$ cat src/rtl/reg_wb_pkg.sv
// rtl/reg_wb_pkg.sv - shared widths and writeback request type
package reg_wb_pkg;
  localparam int REG_ADDR_W = 5;
  localparam int XLEN       = 32;

  typedef struct packed {
    logic [REG_ADDR_W-1:0] rd;
    logic [XLEN-1:0]       wd;
  } wb_req_t;
endpackage

$ cat src/rtl/reg_wb_scheduler_rr_arbiter.sv
// rtl/reg_wb_scheduler_rr_arbiter.sv - round-robin grant over sources 1..N_SRC-1
module rr_arbiter #(
  parameter int N_SRC = 3
) (
  input  logic             clk,
  input  logic             rst,
  input  logic [N_SRC-1:1] req_i,
  input  logic             advance_i,
  output logic [N_SRC-1:1] gnt_o
);
  localparam int PTR_W = (N_SRC > 2) ? $clog2(N_SRC) : 1;

  logic [PTR_W-1:0] ptr_q, ptr_d, win;
  logic             found;

  // Two passes: first from the pointer upward, then wrap to the low sources.
  always_comb begin
    gnt_o = '0;
    win   = ptr_q;
    found = 1'b0;
    for (int k = 1; k < N_SRC; k++) begin
      if (!found && req_i[k] && k >= int'(ptr_q)) begin
        gnt_o[k] = 1'b1;
        win      = PTR_W'(k);
        found    = 1'b1;
      end
    end
    for (int k = 1; k < N_SRC; k++) begin
      if (!found && req_i[k] && k < int'(ptr_q)) begin
        gnt_o[k] = 1'b1;
        win      = PTR_W'(k);
        found    = 1'b1;
      end
    end
    ptr_d = ptr_q;
    if (advance_i && found) begin
      ptr_d = (win == PTR_W'(N_SRC - 1)) ? PTR_W'(1) : win + PTR_W'(1);
    end
  end

  always_ff @(posedge clk or posedge rst) begin
    if (rst) ptr_q <= PTR_W'(1);
    else     ptr_q <= ptr_d;
  end
endmodule

$ cat src/rtl/reg_wb_scheduler.sv
// rtl/reg_wb_scheduler.sv - shares the register file write port between writeback sources
// and tracks destinations still owed by long-latency units.
module reg_wb_scheduler
  import reg_wb_pkg::*;
#(
  parameter int N_SRC        = 3,
  parameter int STARVE_LIMIT = 4
) (
  input  logic                        clk,
  input  logic                        rst,
  input  logic [N_SRC-1:0]            src_valid,
  output logic [N_SRC-1:0]            src_ready,
  input  logic [N_SRC*REG_ADDR_W-1:0] src_rd,
  input  logic [N_SRC*XLEN-1:0]       src_wd,
  input  logic                        alloc_valid,
  input  logic [REG_ADDR_W-1:0]       alloc_rd,
  input  logic [REG_ADDR_W-1:0]       rs1_addr,
  input  logic [REG_ADDR_W-1:0]       rs2_addr,
  output logic                        rs1_busy,
  output logic                        rs2_busy,
  output logic                        reg_w,
  output logic [REG_ADDR_W-1:0]       rd_addr,
  output logic [XLEN-1:0]             wd
);
  localparam int CNT_W = $clog2(STARVE_LIMIT + 1);

  logic [N_SRC-1:1]      rr_gnt;
  logic                  req_other, grant0;
  wb_req_t               sel_req;
  logic [CNT_W-1:0]      starve_cnt_q, starve_cnt_d;
  logic                  reg_w_q, reg_w_d;
  logic [REG_ADDR_W-1:0] rd_addr_q, rd_addr_d;
  logic [XLEN-1:0]       wd_q, wd_d;
  logic [31:0]           busy_q, busy_d;

  rr_arbiter #(.N_SRC(N_SRC)) u_rr (
    .clk       (clk),
    .rst       (rst),
    .req_i     (src_valid[N_SRC-1:1]),
    .advance_i (~grant0 & req_other),
    .gnt_o     (rr_gnt)
  );

  always_comb begin
    req_other = |src_valid[N_SRC-1:1];
    grant0    = src_valid[0] &&
                !((starve_cnt_q == CNT_W'(STARVE_LIMIT)) && req_other);
    src_ready = '0;
    if (grant0) src_ready[0] = 1'b1;
    else        src_ready[N_SRC-1:1] = rr_gnt;

    sel_req = '0;
    for (int i = 0; i < N_SRC; i++) begin
      if (src_ready[i]) begin
        sel_req.rd = src_rd[i*REG_ADDR_W +: REG_ADDR_W];
        sel_req.wd = src_wd[i*XLEN +: XLEN];
      end
    end

    starve_cnt_d = '0;
    if (grant0 && req_other) begin
      starve_cnt_d = (starve_cnt_q == CNT_W'(STARVE_LIMIT)) ? starve_cnt_q
                                                            : starve_cnt_q + CNT_W'(1);
    end

    // Writes to x0 still handshake but never reach the register file.
    reg_w_d   = (|src_ready) && (sel_req.rd != '0);
    rd_addr_d = reg_w_d ? sel_req.rd : rd_addr_q;
    wd_d      = reg_w_d ? sel_req.wd : wd_q;

    // Set is applied after clear so a same-edge reallocation stays busy.
    busy_d = busy_q;
    if (reg_w_q) busy_d[rd_addr_q] = 1'b0;
    if (alloc_valid && alloc_rd != '0) busy_d[alloc_rd] = 1'b1;
    busy_d[0] = 1'b0;
  end

  always_ff @(posedge clk or posedge rst) begin
    if (rst) begin
      starve_cnt_q <= '0;
      reg_w_q      <= 1'b0;
      rd_addr_q    <= '0;
      wd_q         <= '0;
      busy_q       <= '0;
    end else begin
      starve_cnt_q <= starve_cnt_d;
      reg_w_q      <= reg_w_d;
      rd_addr_q    <= rd_addr_d;
      wd_q         <= wd_d;
      busy_q       <= busy_d;
    end
  end

  assign reg_w    = reg_w_q;
  assign rd_addr  = rd_addr_q;
  assign wd       = wd_q;
  assign rs1_busy = busy_q[rs1_addr] & ~(reg_w_q && rd_addr_q == rs1_addr);
  assign rs2_busy = busy_q[rs2_addr] & ~(reg_w_q && rd_addr_q == rs2_addr);
endmodule

$ cat config.mk
export PLATFORM = sky130hd
export DESIGN_NAME = reg_wb_scheduler
export DESIGN_NICKNAME = d
export VERILOG_FILES = /design/src/rtl/reg_wb_pkg.sv /design/src/rtl/reg_wb_scheduler_rr_arbiter.sv /design/src/rtl/reg_wb_scheduler.sv
export SDC_FILE = /design/constraint.sdc
export NUM_CORES = 1
export LEC_CHECK = 0
export ABC_CLOCK_PERIOD_IN_PS = 8050
export BUFFER_PORTS_ARGS = -buffer_cell sky130_fd_sc_hd__buf_2
export CAP_MARGIN = 20
export CORE_MARGIN = 2
export CORE_UTILIZATION = 53
export DETAILED_ROUTE_END_ITERATION = 8
export PLACE_DENSITY = 0.84
export RECOVER_POWER = 25
export SLEW_MARGIN = 20
export SYNTH_ARGS = -nofsm -noshare
export SYNTH_HDL_FRONTEND = slang
export SYNTH_SLANG_ARGS = --single-unit
$ cat constraint.sdc
create_clock -name clk -period 8.05 [get_ports clk]
set_clock_uncertainty 0.05 [all_clocks]
set_input_delay 2.415 -clock clk [delete_from_list [all_inputs] [get_ports clk]]
set_output_delay 2.415 -clock clk [all_outputs]
set_load 0.01 [all_outputs]
==> qor.csv, run 1 <==
stage,metric,value,unit
logic_synthesis,synth_fp_nets,558,
clock_network,clockBufferDepth,2,
routing,route.detailed.drc,0,
sta,period_needed,6.520,ns
logic_synthesis,synthTopCellsByArea,"dfrtp_1 42%, o21ai_0 7.4%, a221oi_1 7.3%, nor2_1 6.5%, mux4_2 6.3%",
outcome,violations,"capacitance limit, slew limit",
worst_setup_path,cp_cell_sequence,buf_2 > mux4_2 > mux2_2 > o311ai_0 > a311oi_1 > buf_2,
sta,finalCritPeriodShare,0.8099,
worst_setup_path,worstPathArrival,4.05,ns
sta,slew_viol_final,75,
clock_network,cts_setup_buffers,0,
routing,wl_met1,4887,um
final_layout,stdcell_area,5430,sq um
sta,rsz0062_at_grt,false,
clock_network,cts.sinks,74,
routing,top_layer,met4,
clock_network,clk_pin_slew,0.08,ns
sta,setup-violations-final,0,
logic_synthesis,synth-edff-count,0,
routing,vias,4257,
final_layout,syn_to_final_growth,26.20,%
floorplan,die_h,94.11,um
global_route,overflow,0,
clock_network,hold_buffers,0,
worst_setup_path,crit_type,in -> out,
sta,setup_slack,1.530,ns
logic_synthesis,synth_common_cells,"74 x nor2_1, 73 x dfrtp_1, 64 x o21ai_0",
worst_setup_path,cp_slowest_cell,mux4_2,
clock_network,h-tree-depth,3,
logic_synthesis,ys_seq_area_frac,0.4306,
worst_setup_path,timing.rr.end,wd[25]$_DFFE_PP0P_,
logic_synthesis,synth.distinct_cells,40,
floorplan,coreArea,7807,sq um
worst_setup_path,worst_path_most_repeated_cell,buf_2,
pwr,peakVddDrop,0.0001179,V
floorplan,dieArea,8856,sq um
routing,drtIter0Drc,322,
sta,worst_pin_slew,3.882,ns
worst_setup_path,crit_path_end_kind,output pin,
outcome,status,"complete, but fails checks",
global_route,grt_max_degree,75,
floorplan,start_util,0.5511,
logic_synthesis,netlist.area_leader.share,0.4245,
clock_network,clk_latency,0.34,ns
worst_setup_path,max_stage_delay,0.53,ns
final_layout,nNetsFinal,717,
global_route,antenna_found_initial,0,
hold_path,whs_path_depth,1,
logic_synthesis,syn_area_per_cell,10.15,sq um
routing,wirelength,13040,um
worst_setup_path,cp_max_fo,9,
worst_setup_path,r2r_cells,10,
floorplan,placementRows,32,
logic_synthesis,ys_ff_latch,74,
clock_network,root_buffer,clkbuf_8,
global_route,track_usage,0.3104,
placed_design,place_ws,1.532,ns
global_route,grt_pass1_vias,4469,
logic_synthesis,synth_most_common_cell,nor2_1,
logic_synthesis,syn_area,4303,sq um
worst_setup_path,cp-endpoint,rs2_busy,
final_layout,antenna-diode-count,0,
sta,max_freq,0.1534,GHz
pwr,power_per_cell_area,246.4,nW/um^2
run,maxCapViolCount,1,
sta,hold_violations,0,
global_route,grt_pass1_wl,21250,um
clock_network,cts_resized,0,
routing,dr.pass1.iters,5,
routing,viasPerCell,6.170,
routing,wl_per_cell,18.89,um
routing,wl_met2,6487,um
sta,slew_headroom,-1.588,
clock_network,cts-buffers-inserted,9,
floorplan,boundaryPins,175,
routing,postRouteAntennaNets,0,
clock_network,cts_tree,built,
placed_design,numPortBuffers,174,
worst_setup_path,crit_start,rs2_addr[0],
final_layout,drive_gt1_frac,0.3810,
placed_design,place_area,5204,sq um
worst_setup_path,r2r-start,starve_cnt_q[0]$_DFFE_PP0P_,
hold_path,hold_class,reg -> reg,
worst_setup_path,cp-start-kind,input pin,
sta,tns,0,ns
placed_design,gp_congestion,0.9130,
logic_synthesis,synth_largest_area_cell,dfrtp_1,
routing,wl_met3,1120,um
placed_design,dpl.hpwl,9705,um
worst_setup_path,regToRegSetupSlack,4.80,ns
logic_synthesis,synthesis.instances,424,
worst_setup_path,required,5.59,ns
logic_synthesis,yosysWarnings,0,
floorplan,die_w,94.11,um
logic_synthesis,synth_ff_type,dfrtp_1,
logic_synthesis,async_flop_share,1.000,
pwr,leakagePower,2.423,nW
[critical path, delay by kind of cell]
family | cells | cell delay, ns
AO/OA/AOI/OAI | 2 | 0.42
buffers and inverters | 2 | 0.41
multiplexers | 2 | 0.80
[kinds of logic after synthesis]
kind of cell	count (synthesis)	synth area share
adder cells (fa/ha/maj)	2	0.005815
AND/OR/NAND/NOR	118	0.1277
multiplexers	59	0.1829
AO/OA/AOI/OAI	119	0.1896
buffers and inverters	41	0.04100
flip-flops	74	0.4306
XOR/XNOR	11	0.02239
[sequential cells by signal, indices dropped and copies added (netlist names)]
register	cells
u_rr.ptr_q	2
wd	32
busy_q	31
starve_cnt_q	3
reg_w	1
rd_addr	5
[cell usage in the layout (no fill, tap or decap), types with 3 or more instances in the layout]
master,synthesis,final
buf_2,6,171
nor2_1,74,74
dfrtp_1,73,73
o21ai_0,64,64
a221oi_1,36,36
mux2_1,22,22
mux2_2,15,15
nand3b_1,12,12
mux4_2,12,12
mux2i_1,10,10
inv_1,9,9
nand3_1,9,9
clkbuf_8,0,9
xor2_1,8,8
nand2_1,7,7
clkbuf_1,19,6
o2bb2ai_1,4,4
buf_4,4,4
or4_1,3,3
or3b_2,3,3
or3_1,3,3
xnor2_1,3,3
bufinv_16,0,3
[worst min path at each step]
stage                                           start                           to
final                     starve_cnt_q[0]$_DFFE_PP0P_  starve_cnt_q[0]$_DFFE_PP0P_
after global routing      starve_cnt_q[0]$_DFFE_PP0P_  starve_cnt_q[0]$_DFFE_PP0P_
after CTS                 starve_cnt_q[0]$_DFFE_PP0P_  starve_cnt_q[0]$_DFFE_PP0P_
after detailed placement    u_rr.ptr_q[1]$_DFFE_PP0P_    u_rr.ptr_q[1]$_DFFE_PP0P_
after global placement      u_rr.ptr_q[1]$_DFFE_PP0P_    u_rr.ptr_q[1]$_DFFE_PP0P_
after floorplan           starve_cnt_q[0]$_DFFE_PP0P_  starve_cnt_q[0]$_DFFE_PP0P_
[area by class of cell]
type | instances | area, sq um
multi-input cells | 309 | 2277
inverters | 10 | 37.54
well taps | 102 | 127.6
clock buffers | 11 | 131.4
flip-flops and latches | 74 | 1853
clock inverters | 5 | 102.6
fillers | 630 | 2377
repair buffers | 179 | 900.9
[layer usage]
layer,up-vias,GRT usage
met1,2020,0.3714
met3,57,0.07063
met5,-,0
li1,1907,-
met4,0,0.1691
met2,273,0.5185
[stage by stage]
step	util	hold WS, ns	std cells	total power [mW]
after floorplan	-	0.3928	424	0.8228
after global placement	0.6665	0.4134	674	0.9634
after detailed placement	0.6665	0.4259	674	0.9936
after CTS	0.6965	0.4384	690	1.337
after global routing	0.6955	0.4624	690	1.414
final	0.6955	0.4379	690	1.338
[report_power, final]
part / switching [mW] / leakage, nW / internal (mW)
sequential: 0.106 / 0.861 / 0.485
combinational: 0.202 / 1.45 / 0.203
clock: 0.136 / 0.114 / 0.206
No activity file was read; power rests on OpenSTA's default activity.
==> run 2, diff against run 1 <==
--- a/config.mk
+++ b/config.mk
@@ -5,13 +5,13 @@
 export SDC_FILE = /design/constraint.sdc
 export NUM_CORES = 1
 export LEC_CHECK = 0
-export ABC_CLOCK_PERIOD_IN_PS = 8050
+export ABC_CLOCK_PERIOD_IN_PS = 5500
 export BUFFER_PORTS_ARGS = -buffer_cell sky130_fd_sc_hd__buf_2
 export CAP_MARGIN = 20
 export CORE_MARGIN = 2
-export CORE_UTILIZATION = 53
+export CORE_UTILIZATION = 44
 export DETAILED_ROUTE_END_ITERATION = 8
-export PLACE_DENSITY = 0.84
+export PLACE_DENSITY = 0.74
 export RECOVER_POWER = 25
 export SLEW_MARGIN = 20
 export SYNTH_ARGS = -nofsm -noshare
==> constraint.sdc (replaced) <==
create_clock -name clk -period 5.5 [get_ports clk]
set_clock_uncertainty 0.05 [all_clocks]
set_input_delay 1.65 -clock clk [delete_from_list [all_inputs] [get_ports clk]]
set_output_delay 1.65 -clock clk [all_outputs]
set_load 0.01 [all_outputs]
==> run 2 against run 1 <==
The run still ends with capacitance limit, slew limit left. Non-clock buffer count increased by 1. Combinational power increased by 44%. Critical path depth unchanged. Die area increased by 20%. Wire length decreased by 2.1%. Critical endpoint is now rs1_busy. Highest routed layer unchanged.
==> qor.csv, run 2 (synthesis results as in run 1) <==
stage,metric,value,unit
sta,max_freq,0.2026,GHz
outcome,violations,"capacitance limit, slew limit",
clock_network,cts_setup_buffers,0,
final_layout,largest_reg_flops,32,
global_route,grtUsageMet1,0.3113,
floorplan,placementRows,36,
placed_design,place_ws,0.5309,ns
global_route,grt_pass1_wl,20040,um
global_route,grt.busiest_layer,met2,
clock_network,cts_tree,built,
worst_setup_path,cp_max_fo,9,
worst_setup_path,crit_type,in -> out,
pwr,leakagePower,2.415,nW
clock_network,cts_resized,0,
routing,route.detailed.drc,0,
global_route,grt_max_degree,43,
sta,period_needed,4.936,ns
sta,slew_viol_final,43,
worst_setup_path,worstPathArrival,3.24,ns
clock_network,cts-buffers-inserted,9,
final_layout,antenna-diode-count,0,
clock_network,clockBufferDepth,2,
sta,hold_violations,0,
global_route,grt_pass1_vias,4086,
clock_network,clk_pin_slew,0.08,ns
placed_design,gp_congestion,0.8965,
routing,wl_per_cell,17.67,um
placed_design,numPortBuffers,174,
floorplan,coreArea,9639,sq um
pwr,power_per_cell_area,346.2,nW/um^2
final_layout,drive_gt1_frac,0.3837,
routing,postRouteAntennaNets,0,
final_layout,fillCellCount,910,
floorplan,start_util,0.4464,
sta,worst_pin_slew,1.590,ns
final_layout,syn_to_final_growth,26.49,%
clock_network,clk_latency,0.36,ns
routing,dr.pass1.iters,5,
global_route,gr-usage-met2,0.4216,
floorplan,boundaryPins,175,
worst_setup_path,cp_cell_sequence,buf_2 > mux4_2 > mux2_2 > o311ai_0 > a311oi_1 > buf_2,
worst_setup_path,max_stage_delay,0.53,ns
worst_setup_path,worst_path_most_repeated_cell,buf_2,
routing,vias,4195,
outcome,status,"complete, but fails checks",
clock_network,hold_buffers,0,
floorplan,die_h,102.9,um
sta,slew_headroom,-0.06095,
placed_design,dpl.hpwl,9696,um
global_route,overflow,0,
global_route,antenna_found_initial,0,
worst_setup_path,crit_path_end_kind,output pin,
routing,wirelength,12760,um
clock_network,root_buffer,clkbuf_8,
final_layout,most-common-layout-cells,"171 x buf_2, 74 x nor2_1, 73 x dfrtp_1",
floorplan,dieArea,10590,sq um
floorplan,die_w,102.9,um
global_route,use_met3,0.05288,
worst_setup_path,cp-start-kind,input pin,
sta,setup_slack,0.5637,ns
final_layout,nNetsFinal,718,
sta,tns,0,ns
worst_setup_path,required,3.80,ns
clock_network,cts.sinks,74,
clock_network,h-tree-depth,3,
worst_setup_path,cp_slowest_cell,mux4_2,
pwr,peakVddDrop,0.0001512,V
run,maxCapViolCount,1,
routing,viasPerCell,5.810,
routing,drtIter0Drc,292,
sta,finalCritPeriodShare,0.8975,
sta,rsz0062_at_grt,false,
final_layout,final_common_cell,buf_2,
sta,setup-violations-final,0,
global_route,track_usage,0.2488,
hold_path,hold_class,reg -> reg,
-- run 2: per-stage QoR --
step                      hold WS (ns)  cell area (sq um)  cells  utilization  total power, mW
after global routing            0.4525               5443    722       0.5646            1.998
after global placement          0.4044               5250    706       0.5447            1.439
after CTS                       0.4241               5446    722       0.5650            1.888
after detailed placement        0.4137               5250    706       0.5447            1.461
final                           0.4196               5443    722       0.5646            1.884
after floorplan                 0.3928               4303    424            -            1.204
-- run 2: metal layers --
| metal | wire length, um | share of wire |
|---|---|---|
| met5 | 0 | 0 |
| met4 | 312 | 0.024 |
| met3 | 977 | 0.077 |
| met2 | 6256 | 0.49 |
| met1 | 5210 | 0.41 |
-- run 2: worst paths after layout --
| path | startpoint | to | slack (ns) | depth (start not counted) |
|---|---|---|---|---|
| worst max-delay path | rs1_addr[0] | rs1_busy | 0.56 | 6 |
| worst min-delay path | starve_cnt_q[0]$_DFFE_PP0P_ | starve_cnt_q[0]$_DFFE_PP0P_ | 0.42 | 1 |
| worst max register to register | starve_cnt_q[0]$_DFFE_PP0P_ | wd[26]$_DFFE_PP0P_ | 2.16 | 11 |
| worst min register to register | starve_cnt_q[0]$_DFFE_PP0P_ | starve_cnt_q[0]$_DFFE_PP0P_ | 0.42 | 1 |
| max in group asynchronous | rst | u_rr.ptr_q[0]$_DFFE_PP1P_ | 2.46 | 3 |
| min in group asynchronous | rst | wd[22]$_DFFE_PP0P_ | 1.72 | 2 |
-- run 2: power by group --
| group | leakage (nW) | internal (mW) | total, mW | switching [mW] |
|---|---|---|---|---|
| logic | 1.46 | 0.297 | 0.582 | 0.285 |
| clock network | 0.0966 | 0.222 | 0.425 | 0.203 |
| registers | 0.861 | 0.710 | 0.877 | 0.167 |
-- run 2: final cells by class --
type / count / area, sq um / area share
clock buffers: 12 / 145.1 / 0.02667
clock inverters: 4 / 51.30 / 0.009425
inverters: 10 / 37.54 / 0.006897
multi-input cells: 309 / 2277 / 0.4184
flip-flops and latches: 74 / 1853 / 0.3405
well taps: 133 / 166.4 / 0.03057
repair buffers: 180 / 912.1 / 0.1676
-- run 2: worst max-delay path, delay by kind of cell --
kind | cells | cell delay (ns)
AOI/OAI and AO/OA | 2 | 0.38
muxes | 2 | 0.80
buffers and inverters | 2 | 0.40
